`src/rtl/lsu.sv`:
```
`default_nettype none
// ============================================================================
// Module      : lsu
// Description : Single-outstanding load/store unit in front of a synchronous
//               RAM with a one-cycle read latency.
//               - Word stores issue a single RAM write.
//               - Loads issue a RAM read and capture the data one cycle later.
//               Optional feature macro LSU_BYTE_EN:
//               - Adds byte loads, returning the selected lane zero-extended.
//               - Adds byte stores as read-modify-write (read, merge, write).
//               Without the macro every access is a word access.
// Revision    : 1.0 - initial release
// ============================================================================
module lsu #(
  parameter int AWIDTH = 8,
  parameter int DWIDTH = 16
) (
  input  logic              clk,
  input  logic              rst,
  input  logic              i_req_valid,
  output logic              o_req_ready,
  input  logic              i_req_we,
  input  logic              i_req_byte,
  input  logic              i_req_bsel,
  input  logic [AWIDTH-1:0] i_req_addr,
  input  logic [DWIDTH-1:0] i_req_wdata,
  output logic              o_rsp_valid,
  output logic [DWIDTH-1:0] o_rsp_rdata,
  output logic              o_ram_rd,
  output logic              o_ram_wr,
  output logic [AWIDTH-1:0] o_ram_raddr,
  output logic [AWIDTH-1:0] o_ram_waddr,
  output logic [DWIDTH-1:0] o_ram_wdata,
  input  logic [DWIDTH-1:0] i_ram_rdata
);

  // Two state bits cover all four states; MERGE exists only with byte support.
  typedef enum logic [1:0] {
    ST_IDLE  = 2'd0,
    ST_ISSUE = 2'd1,
    ST_WAIT  = 2'd2
`ifdef LSU_BYTE_EN
    ,
    ST_MERGE = 2'd3
`endif
  } state_t;

  state_t            r_state;
  logic              r_we;
  logic [AWIDTH-1:0] r_addr;
  logic [DWIDTH-1:0] r_ram_wdata;   // store data, later replaced by the merged word
  logic [DWIDTH-1:0] r_rsp_rdata;
  logic              r_req_ready;
  logic              r_rsp_valid;
  logic              r_ram_rd;
  logic              r_ram_wr;

  logic              w_req_byte;    // incoming request is a byte access
  logic              w_cur_byte;    // latched request is a byte access
  logic [DWIDTH-1:0] w_load_data;   // value returned for the latched load

`ifdef LSU_BYTE_EN
  localparam int c_BYTE_W = 8;

  logic                r_byte;
  logic                r_bsel;
  logic [c_BYTE_W-1:0] w_rd_lane;
  logic [DWIDTH-1:0]   w_merged;

  assign w_req_byte = i_req_byte;
  assign w_cur_byte = r_byte;

  // Selected lane of the returned word, used by byte loads.
  assign w_rd_lane   = r_bsel ? i_ram_rdata[15:8] : i_ram_rdata[7:0];
  assign w_load_data = r_byte ? {{(DWIDTH-c_BYTE_W){1'b0}}, w_rd_lane} : i_ram_rdata;

  // Read-modify-write merge: the store byte replaces one lane, the rest of the word is kept.
  always_comb begin
    w_merged = i_ram_rdata;
    if (r_bsel) begin
      w_merged[15:8] = r_ram_wdata[7:0];
    end else begin
      w_merged[7:0] = r_ram_wdata[7:0];
    end
  end
`else
  // Byte controls have no meaning in a word-only build.
  logic w_unused_byte_ctl;

  assign w_unused_byte_ctl = i_req_byte ^ i_req_bsel;
  assign w_req_byte        = 1'b0;
  assign w_cur_byte        = 1'b0;
  assign w_load_data       = i_ram_rdata;
`endif

  // Control FSM; every output is a register updated on the transition into the cycle it belongs to.
  always_ff @(posedge clk) begin
    if (!rst) begin
      r_state     <= ST_IDLE;
      r_we        <= 1'b0;
      r_addr      <= '0;
      r_ram_wdata <= '0;
      r_rsp_rdata <= '0;
      r_req_ready <= 1'b0;
      r_rsp_valid <= 1'b0;
      r_ram_rd    <= 1'b0;
      r_ram_wr    <= 1'b0;
`ifdef LSU_BYTE_EN
      r_byte      <= 1'b0;
      r_bsel      <= 1'b0;
`endif
    end else begin
      // Strobes and the response are single-cycle pulses unless re-armed below.
      r_ram_rd    <= 1'b0;
      r_ram_wr    <= 1'b0;
      r_rsp_valid <= 1'b0;

      case (r_state)
        ST_IDLE: begin
          r_req_ready <= 1'b1;
          if (i_req_valid && r_req_ready) begin
            r_we        <= i_req_we;
            r_addr      <= i_req_addr;
            r_ram_wdata <= i_req_wdata;
`ifdef LSU_BYTE_EN
            r_byte      <= i_req_byte;
            r_bsel      <= i_req_bsel;
`endif
            r_req_ready <= 1'b0;
            r_state     <= ST_ISSUE;
            // Word stores write immediately; loads and byte stores read first.
            if (i_req_we && !w_req_byte) begin
              r_ram_wr <= 1'b1;
            end else begin
              r_ram_rd <= 1'b1;
            end
          end
        end

        ST_ISSUE: begin
          if (r_we && !w_cur_byte) begin
            r_rsp_valid <= 1'b1;
            r_req_ready <= 1'b1;
            r_state     <= ST_IDLE;
          end else begin
            r_state <= ST_WAIT;
          end
        end

        ST_WAIT: begin
`ifdef LSU_BYTE_EN
          if (r_we) begin
            r_ram_wdata <= w_merged;
            r_ram_wr    <= 1'b1;
            r_state     <= ST_MERGE;
          end else
`endif
          begin
            r_rsp_rdata <= w_load_data;
            r_rsp_valid <= 1'b1;
            r_req_ready <= 1'b1;
            r_state     <= ST_IDLE;
          end
        end

`ifdef LSU_BYTE_EN
        ST_MERGE: begin
          r_rsp_valid <= 1'b1;
          r_req_ready <= 1'b1;
          r_state     <= ST_IDLE;
        end
`endif

        default: begin
          r_req_ready <= 1'b0;
          r_state     <= ST_IDLE;
        end
      endcase
    end
  end

  assign o_req_ready = r_req_ready;
  assign o_rsp_valid = r_rsp_valid;
  assign o_rsp_rdata = r_rsp_rdata;
  assign o_ram_rd    = r_ram_rd;
  assign o_ram_wr    = r_ram_wr;
  assign o_ram_raddr = r_addr;
  assign o_ram_waddr = r_addr;
  assign o_ram_wdata = r_ram_wdata;

endmodule
`default_nettype wire

```
`config.mk`:
```
export PLATFORM = sky130hd
export DESIGN_NAME = lsu
export DESIGN_NICKNAME = d
export VERILOG_FILES = /design/src/rtl/lsu.sv
export SDC_FILE = /design/constraint.sdc
export NUM_CORES = 1
export LEC_CHECK = 0
export CAP_MARGIN = 20
export CORE_ASPECT_RATIO = 1.75
export CORE_MARGIN = 2
export CORE_UTILIZATION = 29
export DETAILED_ROUTE_END_ITERATION = 16
export PLACE_DENSITY = 0.58
export SLEW_MARGIN = 20
export SYNTH_ARGS = -nofsm -noshare
export SYNTH_HDL_FRONTEND = slang
export SYNTH_SLANG_ARGS = --single-unit
```
`constraint.sdc`:
```
create_clock -name clk -period 3.4 [get_ports clk]
set_clock_uncertainty 0.05 [all_clocks]
set_input_delay 0.68 -clock clk [delete_from_list [all_inputs] [get_ports clk]]
set_output_delay 0.68 -clock clk [all_outputs]
set_load 0.03 [all_outputs]
```
# == Word-level counts from Yosys, hierarchy flattened ==
# Cells that the tools add are included.
# Widths: inputs -> output; s select.
# op_classes
reduce_logical,4
n_mux,10
n_eq_ne,4
# op_table
op,count
$mux 1,5
$mux 2,2
$ne 2x2->1 const B,2
$pmux 2 s2,1
$pmux 1 s3,1
$reduce_and 3->1,1
$eq 2x1->1 const B,1
$eq 2x2->1 const B,1
$logic_not 2->1,1
$pmux 1 s2,1
$reduce_and 2->1,1
$logic_and 1x1->1,1
# word_totals
output_inout_bits,52
reg_bits,47
elab_cells,27

# == Longest topological paths before layout ==
# Gate-level depths: netlist of the first run.
# logic_depth
ltp_word,3
ltp_mapped,7
mapped_depth_nobuf,5

# == Worst setup path after synthesis of the first run ==
# No wires, ideal clock.
# synth_path
path_type,input-to-reg
from,in i_req_valid
to,reg r_ram_wr (netlist: o_ram_wr)
stages,4
t_arrival_ns,1.296
path_buffers,2
path_slack_ns,1.937
setup_ns,0.116
cell_sequence,and3_1 -> buf_6 -> buf_12 -> and3_2
# synth_via
elab_chain_cells,2
# synth_lines
element,line_no,rtl
"start, declared",20,"input logic i_req_valid,"
$logic_and 1x1->1,121,if (i_req_valid && r_req_ready) begin
$reduce_and 3->1 (no line),-,
"end signal, assigned",107,r_ram_wr <= 1'b0;
"end signal, assigned",115,r_ram_wr <= 1'b0;
"end signal, assigned",133,r_ram_wr <= 1'b1;
"end, declared",56,logic r_ram_wr;
# Every way passes these cells.
# A chain may end at the register's enable or synchronous reset.

# == Worst setup path in the final report of the first run ==
# layout_path
from,reg r_req_ready (netlist: o_req_ready)
to,out o_req_ready
# layout_lines
element,line_no,rtl
"start, declared",53,logic r_req_ready;
"start signal, assigned",104,r_req_ready <= 1'b0;
"start signal, assigned",120,r_req_ready <= 1'b1;
"start signal, assigned",129,r_req_ready <= 1'b0;
"end, declared",21,"output logic o_req_ready,"
# No word-level cell between the ends.

==> insert_results.sql, run 1 <==
INSERT INTO impl_metrics (metric_group, metric, value, unit) VALUES
('status', 'outcome', 'complete, no violations', ''),
('worst_setup_path', 'path_cells', 'clkdlybuf4s50_1', ''),
('timing', 'hold_viol_final', '0', ''),
('timing', 'timing.final.max_slew_violations', '0', ''),
('drt', 'route.met2.wl', '2190', 'um'),
('worst_setup_path', 'capture_point_of_the_worst_reg_to_reg_path', 'o_ram_wdata[2]', ''),
('worst_setup_path', 'r2r-start', 'r_state[0]', ''),
('yosys', 'synthDominantAreaCellType', 'dfxtp_1', ''),
('worst_setup_path', 'timing.critical_path.slowest_cell_delay', '700', 'ps'),
('timing', 'tightest_slew', '971', 'ps'),
('yosys', 'postSynthCellCount', '198', ''),
('grt', 'grt_start_max_net_pins', '29', ''),
('worst_setup_path', 'critical_path_class', 'reg2out', ''),
('floorplanning', 'dieArea', '0.00749', 'sq mm'),
('floorplanning', 'die_y', '113', 'um'),
('grt', 'gr-total-overflow', '0', ''),
('floorplanning', 'die_x_extent', '66.3', 'um'),
('worst_setup_path', 'cp_max_fo', '6', ''),
('floorplanning', 'start_util', '0.301', ''),
('clock_network', 'ctsResizeCount', '0', ''),
('drt', 'drcViolationCount', '0', ''),
('place', 'io_buffer_count', '95', ''),
('worst_hold_path', 'hold_path.startpoint', 'o_ram_wdata[3]', ''),
('worst_setup_path', 'cpMaxStageDelayCell', 'clkdlybuf4s50_1', ''),
('power', 'max-vdd-ir-drop', '0.000295', 'V'),
('drt', 'wirelength_met1', '1610', 'um'),
('place', 'detailed_place_hpwl', '3120', 'um'),
('worst_setup_path', 'critPathBufInv', '1', ''),
('final_layout', 'nets', '333', ''),
('job', 'maxCapViolations', '0', ''),
('drt', 'routed-via-count', '1583', ''),
('yosys', 'ys_top_cells_by_area', 'dfxtp_1, nand2_1, a21boi_2', ''),
('worst_setup_path', 'regToRegSetupSlack', '1660', 'ps'),
('worst_setup_path', 'start_kind', 'register', ''),
('yosys', 'synth_commonest_cells', 'nand2_1, dfxtp_1, mux2i_1, nor2b_1, a21boi_2', ''),
('timing', 'slew_headroom', '0.353', ''),
('drt', 'route.detailed.vias_per_inst', '4.34', ''),
('timing', 'timing.setup.tns', '0', 'ps'),
('drt', 'uppermost_signal_routing_layer_after_detailed_routing', 'met4', ''),
('timing', 'grt_setup_unrepaired', 'no', ''),
('place', 'routabilityCongestion', '0.672', ''),
('worst_setup_path', 'reg2regPathDepth', '6', ''),
('yosys', 'post-synth-top-count-cell', 'nand2_1', ''),
('power', 'report.power.total', '1410', 'uW'),
('yosys', 'syn-mean-instance-area', '9.94', 'sq um'),
('yosys', 'yosysWarningCount', '0', ''),
('floorplanning', 'io-pin-count', '98', ''),
('timing', 'timing.hold.ws', '403', 'ps'),
('clock_network', 'clk_pin_slew_worst_paths', '60', 'ps'),
('clock_network', 'cts_buffers', '5', ''),
('yosys', 'syn_nets', '248', ''),
('grt', 'first_global_vias', '1574', ''),
('worst_setup_path', 'worst_path_dominant_cell_family', 'buffers and inverters', ''),
('drt', 'routed_wl', '4270', 'um'),
('clock_network', 'cts-root-to-sink-buffers', '2', ''),
('final_layout', 'diodes', '0', ''),
('yosys', 'synth_edf_count', '0', ''),
('clock_network', 'cts_root_buf', 'clkbuf_16', ''),
('power', 'powerDensity', '465', 'mW/mm^2'),
('power', 'total_leakage_power', '0.00105', 'uW'),
('yosys', 'synthArstFlopShare', '0', ''),
('timing', 'period_minus_slack', '2120', 'ps'),
('worst_hold_path', 'worstHoldPathCells', '2', ''),
('worst_setup_path', 'critPathArrivalTime', '1390', 'ps'),
('yosys', 'synth_flop_cell', 'dfxtp_1', ''),
('grt', 'grt_first_pass_wirelength', '7220', 'um'),
('clock_network', 'clock_insertion_delay_worst_skew', '280', 'ps'),
('worst_hold_path', 'whs_endpoint', 'o_ram_wdata[3]', ''),
('grt', 'grt.total_usage', '0.124', ''),
('clock_network', 'tritoncts', 'done', ''),
('final_layout', 'fraction_of_layout_cells_with_a_size_suffix_above_1', '0.106', '');
-- per-stage QoR --
stage          instances   util  setup slack, ps  instance area (sq um)
5_1_grt              365  0.465             1200                   3040
4_1_cts              365  0.465             1250                   3040
3_5_place_dp         358  0.443             1020                   2900
3_3_place_gp         358  0.443             1030                   2900
6_report             365  0.465             1280                   3040
2_1_floorplan        198      -             1940                   1970
-- worst reg2reg max path: stages (launching register included) --
cell and delay, ps:
dfxtp_1 380, inv_1 80, ha_1 230, nand3_1 440, buf_4 290, nand2_1 90
a21boi_2 120
-- how the worst max path moves through the flow --
stage          cells past startpoint              to  slack (ps)   startpoint
6_report                           1     o_req_ready        1280  o_req_ready
5_1_grt                            5  o_ram_raddr[7]        1200  i_req_valid
4_1_cts                            1     o_req_ready        1250  o_req_ready
3_5_place_dp                       5  o_ram_raddr[7]        1020  i_req_valid
3_3_place_gp                       5  o_ram_raddr[2]        1030  i_req_valid
2_1_floorplan                      4        o_ram_wr        1940  i_req_valid
-- registers in the layout, indices dropped and copies added (netlist names) --
name         count
o_ram_raddr      8
o_ram_rd         1
o_ram_wdata     16
o_ram_wr         1
o_req_ready      1
o_rsp_rdata     16
o_rsp_valid      1
r_state          2
r_we             1
-- kinds of logic after synthesis --
family	synth area share
compound gates	0.142
buf+inv	0.0871
mux	0.0915
simple gates	0.176
fa+ha+maj	0.0254
flops	0.478
-- area by class of cell --
type / count / area [sq um]
timing repair buffer: 98 / 986
clock inverter: 1 / 5.00
sequential: 47 / 941
inverter: 3 / 11.3
fill: 659 / 3500
tap: 82 / 103
multi-input combinational: 128 / 856
clock buffer: 6 / 139
-- per-layer routing --
layer | GRT usage | up-vias
met5 | 0 | -
met4 | 0.0571 | 0
met3 | 0.0487 | 7
met2 | 0.208 | 67
met1 | 0.135 | 713
li1 | - | 796
-- cells in the final DEF, fill, tap and decap left out, drive strengths merged, types with 3 or more instances in the layout --
cell type,synthesis,layout
nand2,53,53
inv,3,3
nor2b,18,18
dfxtp,47,47
mux2i,18,18
clkdlybuf4s50,0,95
nor2,3,3
a21boi,26,26
buf,15,3
clkbuf,5,6
ha,4,4
-- power by group --
part,internal [uW],total (uW),switching (uW)
registers,585,606,20.9
clock network,287,480,193
logic,158,327,169
Power figures use the tool's default switching activity.
==> run 2: changes to the inputs <==
PLACE_DENSITY = 0.6   (was 0.58)
clock period = 1.7 ns   (was 3.4 ns; I/O delays follow)
==> insert_results.sql, run 2 (same netlist as run 1, synthesis figures left out) <==
INSERT INTO impl_metrics (metric_group, metric, value, unit) VALUES
('status', 'outcome', 'complete, no violations', ''),
('drt', 'routed_wl', '4420', 'um'),
('final_layout', 'fillerInstances', '656', ''),
('power', 'p_switching', '787', 'uW'),
('power', 'cellInternalPower', '2200', 'uW'),
('grt', 'grt.total_usage', '0.128', ''),
('grt', 'grt_first_pass_wirelength', '7410', 'um'),
('power', 'seqPwrFrac', '0.406', ''),
('floorplanning', 'die_x_extent', '66.3', 'um'),
('floorplanning', 'dieArea', '0.00749', 'sq mm'),
('power', 'total_leakage_power', '0.00154', 'uW'),
('drt', 'route.detailed.vias_per_inst', '4.33', ''),
('grt', 'gr-total-overflow', '0', ''),
('power', 'max-vdd-ir-drop', '0.000817', 'V'),
('power', 'switching_share', '0.264', ''),
('power', 'proportion_of_power_drawn_by_the_clock_network', '0.380', ''),
('drt', 'drtIter0Drc', '48', ''),
('worst_hold_path', 'hold_class', 'reg2reg', ''),
('worst_setup_path', 'required', '1310', 'ps'),
('timing', 'grt_setup_unrepaired', 'no', ''),
('worst_setup_path', 'critPathBufInv', '1', ''),
('final_layout', 'nets', '337', ''),
('power', 'report.power.total', '2980', 'uW'),
('worst_setup_path', 'worst_setup_path_end_kind', 'output pin', ''),
('final_layout', 'stdcell_area', '0.00312', 'sq mm'),
('place', 'routabilityCongestion', '0.697', ''),
('drt', 'routed-via-count', '1601', ''),
('worst_setup_path', 'timing.critical_path.slowest_cell_delay', '670', 'ps'),
('clock_network', 'clk_pin_slew_worst_paths', '60', 'ps'),
('worst_setup_path', 'regToRegSetupSlack', '220', 'ps'),
('drt', 'detail-route-antenna-nets', '0', ''),
('clock_network', 'cts_root_buf', 'clkbuf_16', ''),
('worst_setup_path', 'worst_path_dominant_cell_family', 'buffers and inverters', ''),
('floorplanning', 'design.core.area', '0.00654', 'sq mm'),
('drt', 'drt_pass1_iterations', '2', ''),
('timing', 'timing.hold.ws', '399', 'ps'),
('final_layout', 'area_growth', '58.3', '%'),
('worst_setup_path', 'path_cells', 'clkdlybuf4s50_1', ''),
('worst_setup_path', 'cpMaxStageDelayCell', 'clkdlybuf4s50_1', ''),
('floorplanning', 'num_rows', '39', ''),
('worst_setup_path', 'r2r-start', 'r_state[0]', ''),
('power', 'powerDensity', '957', 'mW/mm^2'),
('worst_setup_path', 'critPathArrivalTime', '1280', 'ps'),
('floorplanning', 'die_y', '113', 'um'),
('place', 'io_buffer_count', '95', ''),
('clock_network', 'htree_levels', '2', ''),
('clock_network', 'tritoncts', 'done', ''),
('clock_network', 'post_cts_hold_buffer_count', '0', ''),
('grt', 'first_global_vias', '1644', ''),
('grt', 'antenna_violations_before_repair', '0', ''),
('worst_setup_path', 'critical_path_class', 'reg2out', ''),
('timing', 'fmax', '0.600', 'GHz'),
('clock_network', 'number_of_setup_buffers_added_after_cts', '0', ''),
('timing', 'timing.setup.tns', '0', 'ps'),
('grt', 'grt_start_max_net_pins', '34', ''),
('final_layout', 'commonest_non_fill_non_tap_cell_in_the_layout', 'nand2_1', ''),
('worst_hold_path', 'whs_endpoint', 'o_ram_wdata[3]', ''),
('place', 'dp_area', '0.00294', 'sq mm'),
('worst_hold_path', 'worstHoldPathCells', '2', ''),
('timing', 'period_share', '0.981', ''),
('final_layout', 'fraction_of_layout_cells_with_a_size_suffix_above_1', '0.122', ''),
('worst_setup_path', 'capture_point_of_the_worst_reg_to_reg_path', 'o_ram_wr', ''),
('timing', 'setup-violations-final', '0', ''),
('clock_network', 'ctsResizeCount', '32', ''),
('timing', 'period_minus_slack', '1670', 'ps'),
('drt', 'post_drt_wl_per_cell', '11.9', 'um'),
('place', 'detailed_place_hpwl', '3180', 'um'),
('drt', 'drcViolationCount', '0', ''),
('power', 'power.combinational.fraction', '0.214', ''),
('final_layout', 'diodes', '0', ''),
('clock_network', 'clock_insertion_delay_worst_skew', '290', 'ps'),
('final_layout', 'commonest_non_fill_non_tap_cells_in_the_layout', 'nand2_1, dfxtp_1, clkdlybuf4s50_1', ''),
('clock_network', 'cts-root-to-sink-buffers', '2', ''),
('clock_network', 'sink_count', '47', ''),
('clock_network', 'cts_buffers', '5', ''),
('timing', 'slew_headroom', '0.773', ''),
('worst_setup_path', 'cp_max_fo', '2', ''),
('job', 'maxCapViolations', '0', ''),
('worst_setup_path', 'reg2regPathDepth', '5', ''),
('floorplanning', 'start_util', '0.301', ''),
('floorplanning', 'io-pin-count', '98', ''),
('worst_setup_path', 'start_kind', 'register', ''),
('timing', 'timing.final.max_slew_violations', '0', ''),
('timing', 'hold_viol_final', '0', ''),
('worst_hold_path', 'hold_path.startpoint', 'o_ram_wdata[3]', ''),
('final_layout', 'final_cell_utilization_of_the_core', '0.476', ''),
('timing', 'tightest_slew', '340', 'ps');
run 2: cell count changes in the layout (fill, tap and decap cells not counted):
cell | previous run | this run
dlygate4sd2_1 | 0 | 32
buf_4 | 2 | 5
bufinv_16 | 0 | 1
dlymetal6s2s_1 | 0 | 17
buf_12 | 1 | 2
clkdlybuf4s50_1 | 95 | 46
run 2: routing by layer:
layer / GRT usage / share of wire / vias to the layer above / wire, um
met3: 0.0507 / 0.086 / 6 / 382
li1: - / - / 805 / -
met5: 0 / 0 / - / 0
met4: 0.0531 / 0.019 / 0 / 82
met2: 0.231 / 0.52 / 64 / 2320
met1: 0.126 / 0.37 / 726 / 1640
run 2: power groups by stage:
stage	Sequential [uW]	Combinational (uW)	Clock (uW)
floorplan	1360	295	0
global placement	1230	685	0
detailed placement	1240	689	0
CTS	1210	655	1190
global route	1220	695	1220
finish	1210	639	1130
run 2: worst max path at each step:
| stage | endpoint | slack [ps] | cells past startpoint | startpoint |
|---|---|---|---|---|
| 3_3_place_gp | o_ram_wdata[8] | 100 | 5 | i_req_valid |
| 6_report | o_ram_wdata[4] | 30 | 1 | o_ram_wdata[4] |
| 2_1_floorplan | o_ram_wr | 280 | 6 | r_state[0] |
| 5_1_grt | o_ram_wdata[14] | 0.6 | 1 | o_ram_wdata[14] |
| 3_5_place_dp | o_ram_wdata[7] | 60 | 5 | i_req_valid |
| 4_1_cts | o_rsp_rdata[12] | 0.8 | 1 | o_rsp_rdata[12] |
run 2: area by class of cell:
cell class              instances  area [sq um]  share of cell area
clock buffers                   6           139              0.0446
clock inverters                 2          35.0              0.0112
inverters                       3          11.3             0.00361
multi-input cells             128           856               0.275
flip-flops and latches         47           941               0.302
well taps                      82           103              0.0329
repair buffers                102          1030               0.331
run 2: worst min-delay path, stage by stage, from the launching register on:
cell	delay, ps
dfxtp_1	300
nand2_1	50
a21boi_1	50
run 2: through the flow:
step | std cells | setup slack, ps
floorplan | 198 | 284
global placement | 362 | 97.7
detailed placement | 362 | 60.5
CTS | 370 | 0.842
global route | 370 | 0.582
finish | 370 | 32.2
